[config.mk]
export PLATFORM = sky130hd
export DESIGN_NAME = push_rx_fifo
export DESIGN_NICKNAME = d
export VERILOG_FILES = /design/src/rtl/push_pkg.sv /design/src/rtl/push_ram.sv /design/src/rtl/push_rx_fifo.sv
export SDC_FILE = /design/constraint.sdc
export NUM_CORES = 1
export LEC_CHECK = 0
export CORE_MARGIN = 2
export CORE_UTILIZATION = 50
export DETAILED_ROUTE_END_ITERATION = 16
export GPL_ROUTABILITY_DRIVEN = 1
export PLACE_DENSITY = 0.68
export SLEW_MARGIN = 20
export SYNTH_ARGS = -nofsm -noshare
export SYNTH_HDL_FRONTEND = slang
export SYNTH_SLANG_ARGS = --single-unit
export TNS_END_PERCENT = 10
[constraint.sdc]
create_clock -name clock -period 3.9 [get_ports clock]
set_input_delay 0.39 -clock clock [delete_from_list [all_inputs] [get_ports clock]]
set_output_delay 0.39 -clock clock [all_outputs]
set_load 0.05 [all_outputs]
[src/rtl/push_pkg.sv]
// Shared constants and helpers for the receive-side push FIFO.
package push_pkg;

   localparam int unsigned BYTE_WIDTH = 8;

   // Fill level spans 0..DEPTH inclusive, so it needs one bit beyond the pointers.
   function automatic int unsigned count_width(input int unsigned depth_log2);
      return depth_log2 + 1;
   endfunction

endpackage

[src/rtl/push_ram.sv]
// Simple dual-port memory: registered write, asynchronous read (distributed RAM).
module push_ram #(
   parameter int unsigned ADDR_WIDTH = 4,
   parameter int unsigned DATA_WIDTH = 8
) (
   input  logic                  clock,
   input  logic                  we,
   input  logic [ADDR_WIDTH-1:0] waddr,
   input  logic [DATA_WIDTH-1:0] wdata,
   input  logic [ADDR_WIDTH-1:0] raddr,
   output logic [DATA_WIDTH-1:0] rdata
);

   logic [DATA_WIDTH-1:0] mem [2**ADDR_WIDTH];

   always_ff @(posedge clock) begin
      if (we) begin
         mem[waddr] <= wdata;
      end
   end

   assign rdata = mem[raddr];

endmodule

[src/rtl/push_rx_fifo.sv]
// Byte FIFO behind the RS232 receiver: push-in without backpressure, valid/ready out,
// RTS flow control derived from fill level, sticky overflow on dropped bytes.
module push_rx_fifo
   import push_pkg::*;
#(
   parameter int unsigned DEPTH_LOG2    = 4,
   parameter int unsigned RTS_THRESHOLD = 12
) (
   input  logic                               clock,
   input  logic                               reset,
   input  logic [BYTE_WIDTH-1:0]              idata,
   input  logic                               istrobe,
   output logic                               rtsn,
   output logic [BYTE_WIDTH-1:0]              odata,
   output logic                               ovalid,
   input  logic                               oready,
   output logic [count_width(DEPTH_LOG2)-1:0] count,
   output logic                               overflow
);

   localparam int unsigned CW    = count_width(DEPTH_LOG2);
   localparam int unsigned DEPTH = 2 ** DEPTH_LOG2;
   localparam logic [CW-1:0] DEPTH_C  = CW'(DEPTH);
   localparam logic [CW-1:0] THRESH_C = CW'(RTS_THRESHOLD);

   logic [DEPTH_LOG2-1:0] wptr;
   logic [DEPTH_LOG2-1:0] rptr;
   logic [CW-1:0]         count_next;
   logic                  push;
   logic                  pop;
   logic                  full;
   logic                  accept;
   logic                  drop;

   assign push = istrobe;
   assign pop  = ovalid & oready;
   assign full = (count == DEPTH_C);

   // A push into a full FIFO still lands if the head leaves on the same edge.
   assign accept = push & (~full | pop);
   assign drop   = push & full & ~pop;

   always_comb begin
      count_next = count;
      if (accept && !pop) begin
         count_next = count + CW'(1);
      end else if (pop && !accept) begin
         count_next = count - CW'(1);
      end
   end

   always_ff @(posedge clock) begin
      if (reset) begin
         wptr     <= '0;
         rptr     <= '0;
         count    <= '0;
         ovalid   <= 1'b0;
         overflow <= 1'b0;
         rtsn     <= 1'b1;
      end else begin
         if (accept) begin
            wptr <= wptr + DEPTH_LOG2'(1);
         end
         if (pop) begin
            rptr <= rptr + DEPTH_LOG2'(1);
         end
         if (drop) begin
            overflow <= 1'b1;
         end
         count  <= count_next;
         ovalid <= (count_next != '0);
         rtsn   <= (count_next >= THRESH_C);
      end
   end

   push_ram #(
      .ADDR_WIDTH (DEPTH_LOG2),
      .DATA_WIDTH (BYTE_WIDTH)
   ) u_ram (
      .clock (clock),
      .we    (accept),
      .waddr (wptr),
      .wdata (idata),
      .raddr (rptr),
      .rdata (odata)
   );

endmodule

==> results of run 1 <==
==> power breakdown <==
group          internal, W  leakage, nW  total (W)  switching [W]
Sequential         0.00176         1.32    0.00178      0.0000267
Combinational     0.000187        0.669   0.000436       0.000249
Clock              0.00112        0.303    0.00171       0.000585
Total              0.00307         2.29    0.00393       0.000861
==> Yosys cell counts (all sizes together), types with 2 or more instances <==
master / count
nand3: 5
ha: 7
mux4: 40
xor2: 4
nand2: 10
o41ai: 2
and2: 9
a21boi: 2
inv: 12
edfxtp: 128
nand4: 4
clkbuf: 3
nor4: 4
buf: 11
dfxtp: 20
nor2: 17
o21ai: 3
xnor2: 5
a21oi: 5
==> stage by stage <==
step	std cells	hold slack, ns	area, µm²	setup WS (ns)
global placement	469	0.459	6370	1.11
global route	501	0.500	6990	0.603
CTS	501	0.481	6990	0.663
detailed placement	469	0.462	6370	1.10
floorplan	301	0.468	5900	1.31
finish	501	0.481	6990	0.704
==> metal layers <==
layer,up-vias,global-route usage,wire length (µm),part of all wire
met2,62,0.311,6080,0.52
met4,0,0.0821,195,0.017
met1,1551,0.266,4990,0.43
met3,18,0.0470,448,0.038
li1,1310,-,-,-
met5,-,0,0,0
==> flip-flops by register name, summed over array words and instances, names as in the netlist, named ones only <==
name,flops
overflow,1
ovalid,1
count,5
u_ram.mem,128
wptr,4
rptr,4
rtsn,1
==> worst register-to-register path, stage by stage (launching register included) <==
cell and delay [ns]:
dfxtp_1 0.44, inv_1 0.07, ha_1 0.23, nor4bb_1 0.18, a21oi_1 0.44, nand2_1 0.10
nor2_1 0.16, and2_1 0.56
==> path summary, 6_finish.rpt <==
path / from / endpoint / slack (ns) / cells past startpoint
worst max register to register: count[1] / u_ram.mem[10][4] / 1.34 / 7
worst min-delay path: overflow / overflow / 0.48 / 2
worst min register to register: overflow / overflow / 0.48 / 2
worst max-delay path: flop / odata[2] / 0.70 / 4
==> area by class of cell <==
| class | instances | area [µm²] |
|---|---|---|
| Clock buffer | 20 | 437 |
| Clock inverter | 12 | 185 |
| Fill cell | 796 | 4470 |
| Inverter | 12 | 45.0 |
| Multi-Input combinational cell | 127 | 1530 |
| Sequential cell | 148 | 4250 |
| Tap cell | 143 | 179 |
| Timing Repair Buffer | 39 | 373 |
==> cells in the final DEF, fill, tap and decap left out, types with 5 or more instances in the layout <==
| cell type | Yosys | layout |
|---|---|---|
| xnor2_1 | 5 | 5 |
| clkdlybuf4s50_1 | 0 | 27 |
| mux4_1 | 14 | 14 |
| bufinv_16 | 0 | 5 |
| inv_1 | 12 | 12 |
| clkbuf_16 | 0 | 17 |
| edfxtp_1 | 128 | 128 |
| nand3_1 | 5 | 5 |
| mux4_2 | 26 | 26 |
| a21oi_1 | 5 | 5 |
| dfxtp_1 | 20 | 19 |
| nor2_1 | 17 | 17 |
| nand2_1 | 10 | 10 |
| and2_1 | 9 | 9 |
| buf_4 | 2 | 11 |
| ha_1 | 7 | 7 |
==> kinds of logic after synthesis <==
family,count (synthesis),share of synthesized area
buffers and inverters,26,0.0259
multiplexers,40,0.162
AND/OR/NAND/NOR,54,0.0466
AO/OA/AOI/OAI,17,0.0185
XOR/XNOR,9,0.0134
flip-flops,148,0.719
adder cells (fa/ha/maj),7,0.0148
==> summary.md, run 1 <==
| Metric | Value |
|---|---|
| Fmax achieved | between 300 and 400 MHz |
| Clock latency on the worst-skew pair | approximately 0.41 ns |
| Clock buffer depth | 2 |
| Initial Util | 0.515 |
| Register bit count reported by yosys | approximately 150 |
| Critical-path cell with the highest stage delay | clkdlybuf4s50_1 |
| Antenna violations before repair | 0 |
| PD cells | 562 nW/µm² |
| First-pass GRT wire length | 17700 µm |
| Drt pass-1 iters | 4 |
| Hold WC Path Type | flop to flop |
| Clock sink count | between 100 and 150 |
| CTS Root Cell | clkbuf_16 |
| Critical Path Fanout Max | 32 |
| Worst path cell trace | buf_12 > mux4_1 > mux4_2 > clkdlybuf4s50_1 |
| Slew Limit Fails | 0 |
| Final ANT Viol Nets | 0 |
| Max incr delay on CP | just over 0.7 ns |
| Number of instances resized during post-cts repair | 0 |
| Startpoint Class | flop |
| Synth unique cells | 37 |
| Post-synth EDFFs | ~130 |
| Max-slew headroom | 0.521 |
| Util after Layout | 0.610 |
| Cell taking the most area after synthesis | edfxtp_1 |
| Gr usage total | 0.197 |
| Final min period | around 3.2 ns |
| CTS buffer count | 17 |
| HPWL after detailed placement | approximately 7200 µm |
| Sequential area share after synthesis | 0.719 |
| Layout Nets | around 360 |
| Mean routed wirelength per cell | roughly 23 µm |
| Io pins | 28 |
| Die Y | between 100 and 150 µm |
| Worst setup EP type | primary output |
| DRT Wirelength | approximately 12000 µm |
| Syn Std Cell Area | about 6000 µm² |
| CTS Hold Buffers Added | 0 |
| Cells after Synth | ~300 |
| N_diodes | 0 |
| VDD IR-drop max | between 300 and 400 µV |
| Grt total ovfl | 0 |
| CP top delay family | multiplexers |
| Crit path buffers/inverters | 2 |
| Syn. warnings | 0 |
| Post-Syn Nets | 320 |
| Placer congestion estimate | 0.845 |
| Pin count of the biggest net entering global routing | 33 |
| Die X | approximately 110 µm |
| Power after layout | 0.00393 W |
| H-tree depth | 4 |
| Synth-to-Final Area Change | 18.5% |
| Req. time, crit path | around 3.5 ns |
| Number of setup buffers added after CTS | 0 |
| Vias | 2941 |
| Worst Tran Pin Value | roughly 0.7 ns |
| Layout cell share with drive strength beyond 1 | 0.196 |
| Status | finished clean |
| Residual DRC | 0 |
| IO Port Bufs | 27 |
| Mean Syn Cell Area | about 20 µm² |
| CTS tree | built |
| Core area | roughly 11000 µm² |
| Setup_tns | 0 ns |
| Max Cap Violations | 0 |
| Post-synth ARST share | 0 |
| Ys flop type | edfxtp_1 |
| Final Cycle Share | 0.820 |
| Vias per cell | roughly 5.9 |
| Die area | approximately 13000 µm² |
| Final number of setup-violating endpoints | 0 |
| Vias in the first global route | just over 3000 |
| Post-synth top area share | 0.651 |
| Reg clk slew, reported paths | ~0.060 ns |
| WS Path Type | flop to primary output |
| Clock skew | 0.00790 ns |
| Static Leak | about 2.3 nW |
| Final Hold Fails | 0 |
| Largest cells by area after synthesis | edfxtp_1 65%, mux4_2 9.9%, dfxtp_1 6.8% |
| Arrival @ worst endpoint | 2.81 ns |
| Site row count | 39 |
| Iter 0 DRT Violations | about 180 |
| Unrepaired setup endpoints after global routing | false |
Power figures use the tool's default switching activity.
==> inputs of run 2 (changes only) <==
==> constraint.sdc (replaced) <==
create_clock -name clock -period 3 [get_ports clock]
set_input_delay 0.3 -clock clock [delete_from_list [all_inputs] [get_ports clock]]
set_output_delay 0.3 -clock clock [all_outputs]
set_load 0.05 [all_outputs]
==> run 2 against run 1 <==
Against the previous run: cell area grew 0.25%; non-clock buffer count is the same; routed wire length shrank 2.6%; sequential share of layout area shrank 0.15 points; flip-flop and latch count is the same; critical path depth is the same; clock power grew 37%; via count shrank 0.68%; first-iteration DRC count grew 32%; critical endpoint is now odata[4].
==> summary.md, run 2 (synthesis gave the netlist of run 1 again) <==
| Metric | Value |
|---|---|
| Vias in the first global route | 3085 (+1.3%) |
| Arrival @ worst endpoint | 2.51 ns (-0.30 ns) |
| Slew Limit Fails | 0 (unchanged) |
| Grt met1 use | 0.249 (-0.0163) |
| Crit path buffers/inverters | 2 (unchanged) |
| Die area | 12700 µm² (unchanged) |
| CP top delay family | multiplexers |
| Critical-path cell with the highest stage delay | mux4_1 |
| Max incr delay on CP | 0.63 ns (-0.09 ns) |
| Final min period | approximately 2.8 ns |
| Layout cell share with drive strength beyond 1 | 0.224 (+0.0286) |
| GR Util met2 | 0.312 (+0.000798) |
| Grt total ovfl | 0 (unchanged) |
| Static Leak | 2.31 nW (+0.81%) |
| H-tree depth | 4 (unchanged) |
| Worst path cell trace | buf_12 > mux4_1 > mux4_2 > buf_4 |
| Final Hold Fails | 0 (unchanged) |
| PD cells | 746 nW/µm² (+33%) |
| Worst Tran Pin Value | 0.650 ns (-0.0674 ns) |
| Site row count | 39 (unchanged) |
| Core area | 11500 µm² (unchanged) |
| GRT busiest layer | met2 |
| Residual DRC | 0 (unchanged) |
| Gr usage total | 0.195 (-0.00219) |
| Number of instances resized during post-cts repair | 0 (unchanged) |
| Die X | 113 µm (unchanged) |
| Clock sink count | 148 (unchanged) |
| Final Non-Filler Cells | 500 (-0.20%) |
| VDD IR-drop max | 604 µV (+92%) |
| R2R setup slack | 0.47 ns (-0.87 ns) |
| Worst setup EP type | primary output |
| Biggest regs | u_ram.mem (128), count (5) |
| Initial Util | 0.515 (unchanged) |
| Unrepaired setup endpoints after global routing | false |
| Placed Instance Area | 6350 µm² (-0.31%) |
| Req. time, crit path | 2.70 ns (-0.81 ns) |
| Critical Path Fanout Max | 19 (-41%) |
| Io pins | 28 (unchanged) |
| Clock latency on the worst-skew pair | 0.41 ns (about the same) |
| Most frequent cells in the layout | 128 x edfxtp_1, 26 x mux4_2, 19 x dfxtp_1, 19 x clkdlybuf4s50_1, 19 x buf_4 |
| Final ANT Viol Nets | 0 (unchanged) |
| Final Cycle Share | 0.938 |
| CTS tree | built |
| HPWL after detailed placement | 7350 µm (+1.8%) |
| Max-slew headroom | 0.565 (+0.0442) |
| Number of setup buffers added after CTS | 0 (unchanged) |
| WS Path Type | flop to primary output |
| DRT Wirelength | 11400 µm (-2.6%) |
| First-pass GRT wire length | 17600 µm (-0.43%) |
| Dpl ws | 0.436 ns (-0.662 ns) |
| Final number of setup-violating endpoints | 0 (unchanged) |
| N_diodes | 0 (unchanged) |
| Startpoint Class | flop |
| Die Y | 113 µm (unchanged) |
| Clock buffer depth | 2 (unchanged) |
| Drt pass-1 iters | 4 (unchanged) |
| Fin area | 7010 µm² (+0.25%) |
| Reg clk slew, reported paths | 0.06 ns (about the same) |
| Clock skew | 0.00629 ns (-0.00160 ns) |
| Synth-to-Final Area Change | 18.8% |
| Status | finished clean |
| Max Cap Violations | 0 (unchanged) |
| Vias per cell | 5.84 (-0.48%) |
| M3 GR Usage | 0.0626 (+0.0157) |
| Min-delay src | overflow |
| Hold WC Path Type | flop to flop |
| Vias | 2921 (-0.68%) |
| Final setup margin | 0.187 ns (-0.517 ns) |
| Largest register FFs | 128 (unchanged) |
| Pin count of the biggest net entering global routing | 33 (unchanged) |
| FF-to-FF Start | count[0] |
| Layout Nets | 364 (unchanged) |
| CTS Hold Buffers Added | 0 (unchanged) |
| IO Port Bufs | 27 (unchanged) |
| Placer congestion estimate | 0.917 (+8.6%) |
| Setup_tns | 0 ns (unchanged) |
| CTS buffer count | 17 (unchanged) |
| DP Cell Count | 469 (unchanged) |
| Antenna violations before repair | 0 (unchanged) |
| Mean routed wirelength per cell | 22.8 µm (-2.4%) |
| Commonest non-fill, non-tap cell in the layout | edfxtp_1 |
| CTS Root Cell | clkbuf_16 |
| Fmax achieved | around 360 MHz |
| Most flop-heavy register | u_ram.mem |
| Iter 0 DRT Violations | 231 (+32%) |
run 2: cell count changes in the layout (fill, tap and decap cells not counted):
cell             previous run  this run
buf_4                      11        19
bufinv_16                   5         6
clkbuf_1                    3         0
clkdlybuf4s50_1            27        19
clkinv_2                    4         1
clkinv_4                    0         2
clkinvlp_4                  1         2
inv_6                       0         1
run 2: final cells by class:
cell class	count	area (µm²)
clock buffers	17	425
clock inverters	14	234
fillers	792	4460
inverters	12	45.0
multi-input cells	127	1530
flip-flops and latches	148	4250
well taps	143	179
repair buffers	39	353
run 2: tightest hold or removal path: cells and delay by family (launching register included):
| family | cells | cell delay (ns) |
|---|---|---|
| DFF | 1 | 0.34 |
| AOI/OAI and AO/OA | 1 | 0.05 |
| and+or+nand+nor | 1 | 0.08 |
run 2: worst paths after layout:
kind | end | cells past startpoint
max | odata[4] | 4
min | overflow | 2
max reg2reg | u_ram.mem[12][6] | 7
min reg2reg | overflow | 2
run 2: report_power, final:
group          total [W]  switching, W  internal, W
combinational   0.000559      0.000323     0.000236
sequential       0.00233     0.0000415      0.00229
clock            0.00234      0.000790      0.00155
run 2: stage by stage:
stage          hold slack [ns]  power [W]  utilization
3_3_place_gp             0.483    0.00293        0.554
3_5_place_dp             0.487    0.00293        0.554
4_1_cts                  0.515    0.00527        0.611
5_1_grt                  0.556    0.00539        0.611
2_1_floorplan            0.399    0.00276            -
6_report                 0.501    0.00523        0.611
run 2: layer usage:
| layer | vias up | routed length [µm] |
|---|---|---|
| li1 | 1312 | - |
| met1 | 1504 | 4800 |
| met2 | 91 | 5760 |
| met3 | 14 | 652 |
| met4 | 0 | 195 |
| met5 | - | 0 |
==> inputs of run 3 (changes only) <==
--- a/config.mk
+++ b/config.mk
@@ -5,7 +5,7 @@
 export SDC_FILE = /design/constraint.sdc
 export NUM_CORES = 1
 export LEC_CHECK = 0
-export CORE_MARGIN = 2
+export CAP_MARGIN = 20
 export CORE_UTILIZATION = 50
 export DETAILED_ROUTE_END_ITERATION = 16
 export GPL_ROUTABILITY_DRIVEN = 1
==> constraint.sdc (replaced) <==
create_clock -name clock -period 2.7 [get_ports clock]
set_input_delay 0.27 -clock clock [delete_from_list [all_inputs] [get_ports clock]]
set_output_delay 0.27 -clock clock [all_outputs]
set_load 0.05 [all_outputs]
==> run 3 against run 2 <==
Against the previous run: power rose by 4.6%; sequential power rose by 11%; flip-flop and latch count did not move; routed wire length rose by 1.7%; non-clock buffer count rose by 7; clock power fell by 4%; utilization fell by 0.20 points; global-route usage rose by 1.0 points; worst setup slack got worse by 0.095 ns; critical path type unchanged; critical endpoint unchanged; largest cell class unchanged; largest power group is now sequential cells.
==> summary.md, run 3 (synthesis gave the netlist of run 1 again) <==
| Metric | Value |
|---|---|
| Grt total ovfl | 0 (unchanged) |
| Most flop-heavy register | u_ram.mem |
| Final Hold Fails | 0 (unchanged) |
| Iter 0 DRT Violations | 239 (+3.5%) |
| Synth-to-Final Area Change | 18.4% |
| Startpoint Class | flop |
| Initial Util | 0.515 (unchanged) |
| Mean routed wirelength per cell | 22.8 µm (about the same) |
| DRT Wirelength | 11600 µm (+1.7%) |
| VDD IR-drop max | 425 µV (-30%) |
| Placed Instance Area | 6400 µm² (+0.71%) |
| Min-delay src | rptr[1] |
| Largest register FFs | 128 (unchanged) |
| Fmax achieved | between 300 and 400 MHz |
| Placer congestion estimate | 0.827 (-9.9%) |
| CTS tree | built |
| CTS Root Cell | clkbuf_16 |
| Antenna violations before repair | 0 (unchanged) |
| Setup_tns | 0 ns (unchanged) |
| FF-to-FF Start | count[0] |
| Residual DRC | 0 (unchanged) |
| Worst Tran Pin Value | 0.852 ns (+0.202 ns) |
| Biggest regs | u_ram.mem (128), count (5) |
| IO Port Bufs | 27 (unchanged) |
| Hold WC Path Type | flop to flop |
| Final Cycle Share | 0.966 |
| Drt pass-1 iters | 5 (+1) |
| Clock sink count | 148 (unchanged) |
| Vias per cell | 5.88 (+0.62%) |
| Die Y | 111 µm (-1.8%) |
| H-tree depth | 4 (unchanged) |
| Clock buffer depth | 2 (unchanged) |
| Fill cell count | 817 (+3.2%) |
| Status | finished clean |
| Most frequent cells in the layout | 128 x edfxtp_1, 26 x mux4_2, 25 x buf_4, 19 x dfxtp_1, 19 x clkdlybuf4s50_1 |
| Worst setup EP type | primary output |
| R2R setup slack | 0.34 ns (-0.13 ns) |
| Fin area | 6990 µm² (-0.32%) |
| Site row count | 39 (unchanged) |
| WS Path Type | flop to primary output |
| Final min period | 2.61 ns |
| Die area | 12200 µm² (-3.5%) |
| Critical Path Fanout Max | 16 (-3) |
| Req. time, crit path | 2.43 ns (-0.27 ns) |
| Vias | 2986 (+2.2%) |
| Io pins | 28 (unchanged) |
| Clock latency on the worst-skew pair | 0.42 ns (about the same) |
| Layout cell share with drive strength beyond 1 | 0.238 (+0.0143) |
| Unrepaired setup endpoints after global routing | false |
| Final number of setup-violating endpoints | 0 (unchanged) |
| CTS Hold Buffers Added | 0 (unchanged) |
| Hold endpoint | rptr[1] |
| Vias in the first global route | 2997 (-2.9%) |
| Reg clk slew, reported paths | 0.06 ns (about the same) |
| Pin count of the biggest net entering global routing | 33 (unchanged) |
| Clock skew | 0.0123 ns (+0.00601 ns) |
| Static Leak | 2.30 nW (-0.41%) |
| Layout Nets | 371 (+1.9%) |
| Max Cap Violations | 0 (unchanged) |
| Die X | 111 µm (-1.8%) |
| HPWL after detailed placement | 7170 µm (-2.5%) |
| WHS Path Cells | 2 (unchanged) |
| CTS buffer count | 17 (unchanged) |
| Gr usage total | 0.205 (+0.0100) |
| N_diodes | 0 (unchanged) |
| First-pass GRT wire length | 17900 µm (+1.5%) |
| Max-slew headroom | 0.430 (-0.135) |
| Core area | 11500 µm² (unchanged) |
| Arrival @ worst endpoint | 2.34 ns (-0.17 ns) |
| Commonest non-fill, non-tap cell in the layout | edfxtp_1 |
| Critical R2R Capture | u_ram.mem[13][5] |
| PD cells | 783 nW/µm² (+5.0%) |
| Final ANT Viol Nets | 0 (unchanged) |
| Slew Limit Fails | 0 (unchanged) |
| Worst reg2reg path depth | 6 (-1) |
run 3: metrics by stage:
stage          power, W  setup WS [ns]  std cells  hold slack, ns   util
2_1_floorplan   0.00307          0.112        301           0.369      -
3_3_place_gp    0.00325          0.270        475           0.464  0.558
3_5_place_dp    0.00326          0.233        475           0.499  0.558
4_1_cts         0.00549         0.0144        507           0.508  0.607
5_1_grt         0.00564         0.0319        508           0.534  0.609
6_report        0.00547         0.0918        508           0.509  0.609
run 3: worst max-delay path by stage:
| stage | slack (ns) | cells past startpoint | endpoint |
|---|---|---|---|
| 2_1_floorplan | 0.11 | 5 | u_ram.mem[0][0] |
| 3_3_place_gp | 0.27 | 6 | u_ram.mem[7][6] |
| 3_5_place_dp | 0.23 | 6 | u_ram.mem[4][4] |
| 4_1_cts | 0.01 | 4 | odata[5] |
| 5_1_grt | 0.03 | 4 | odata[5] |
| 6_report | 0.09 | 4 | odata[4] |
run 3: area by class of cell:
cell class,instances,area (µm²),area share
sequential,148,4250,0.608
multi-input combinational,127,1530,0.219
clock buffer,18,429,0.0614
timing repair buffer,46,423,0.0605
tap,143,179,0.0256
clock inverter,14,138,0.0197
inverter,12,45.0,0.00645
run 3: metal layers:
| metal | global-route usage | vias to the layer above | part of all wire |
|---|---|---|---|
| li1 | - | 1322 | - |
| met1 | 0.287 | 1545 | 0.44 |
| met4 | 0.0871 | 0 | 0.016 |
| met2 | 0.301 | 102 | 0.48 |
| met5 | 0 | - | 0 |
| met3 | 0.0593 | 17 | 0.064 |
run 3: power by group:
group / internal, W / switching (W)
clock network: 0.00135 / 0.000900
logic: 0.000276 / 0.000367
registers: 0.00254 / 0.0000373
total: 0.00416 / 0.00130
run 3: repair_timing:
action                     CTS  global route
resized for setup            0             0
hold endpoints to repair     0             0
setup buffers                0             0
setup endpoints to repair    0             2
run 3: critical path: stages, from the launching register on:
cell     delay, ns
dfxtp_2       0.40
buf_12        0.19
mux4_1        0.65
mux4_2        0.47
buf_4         0.20
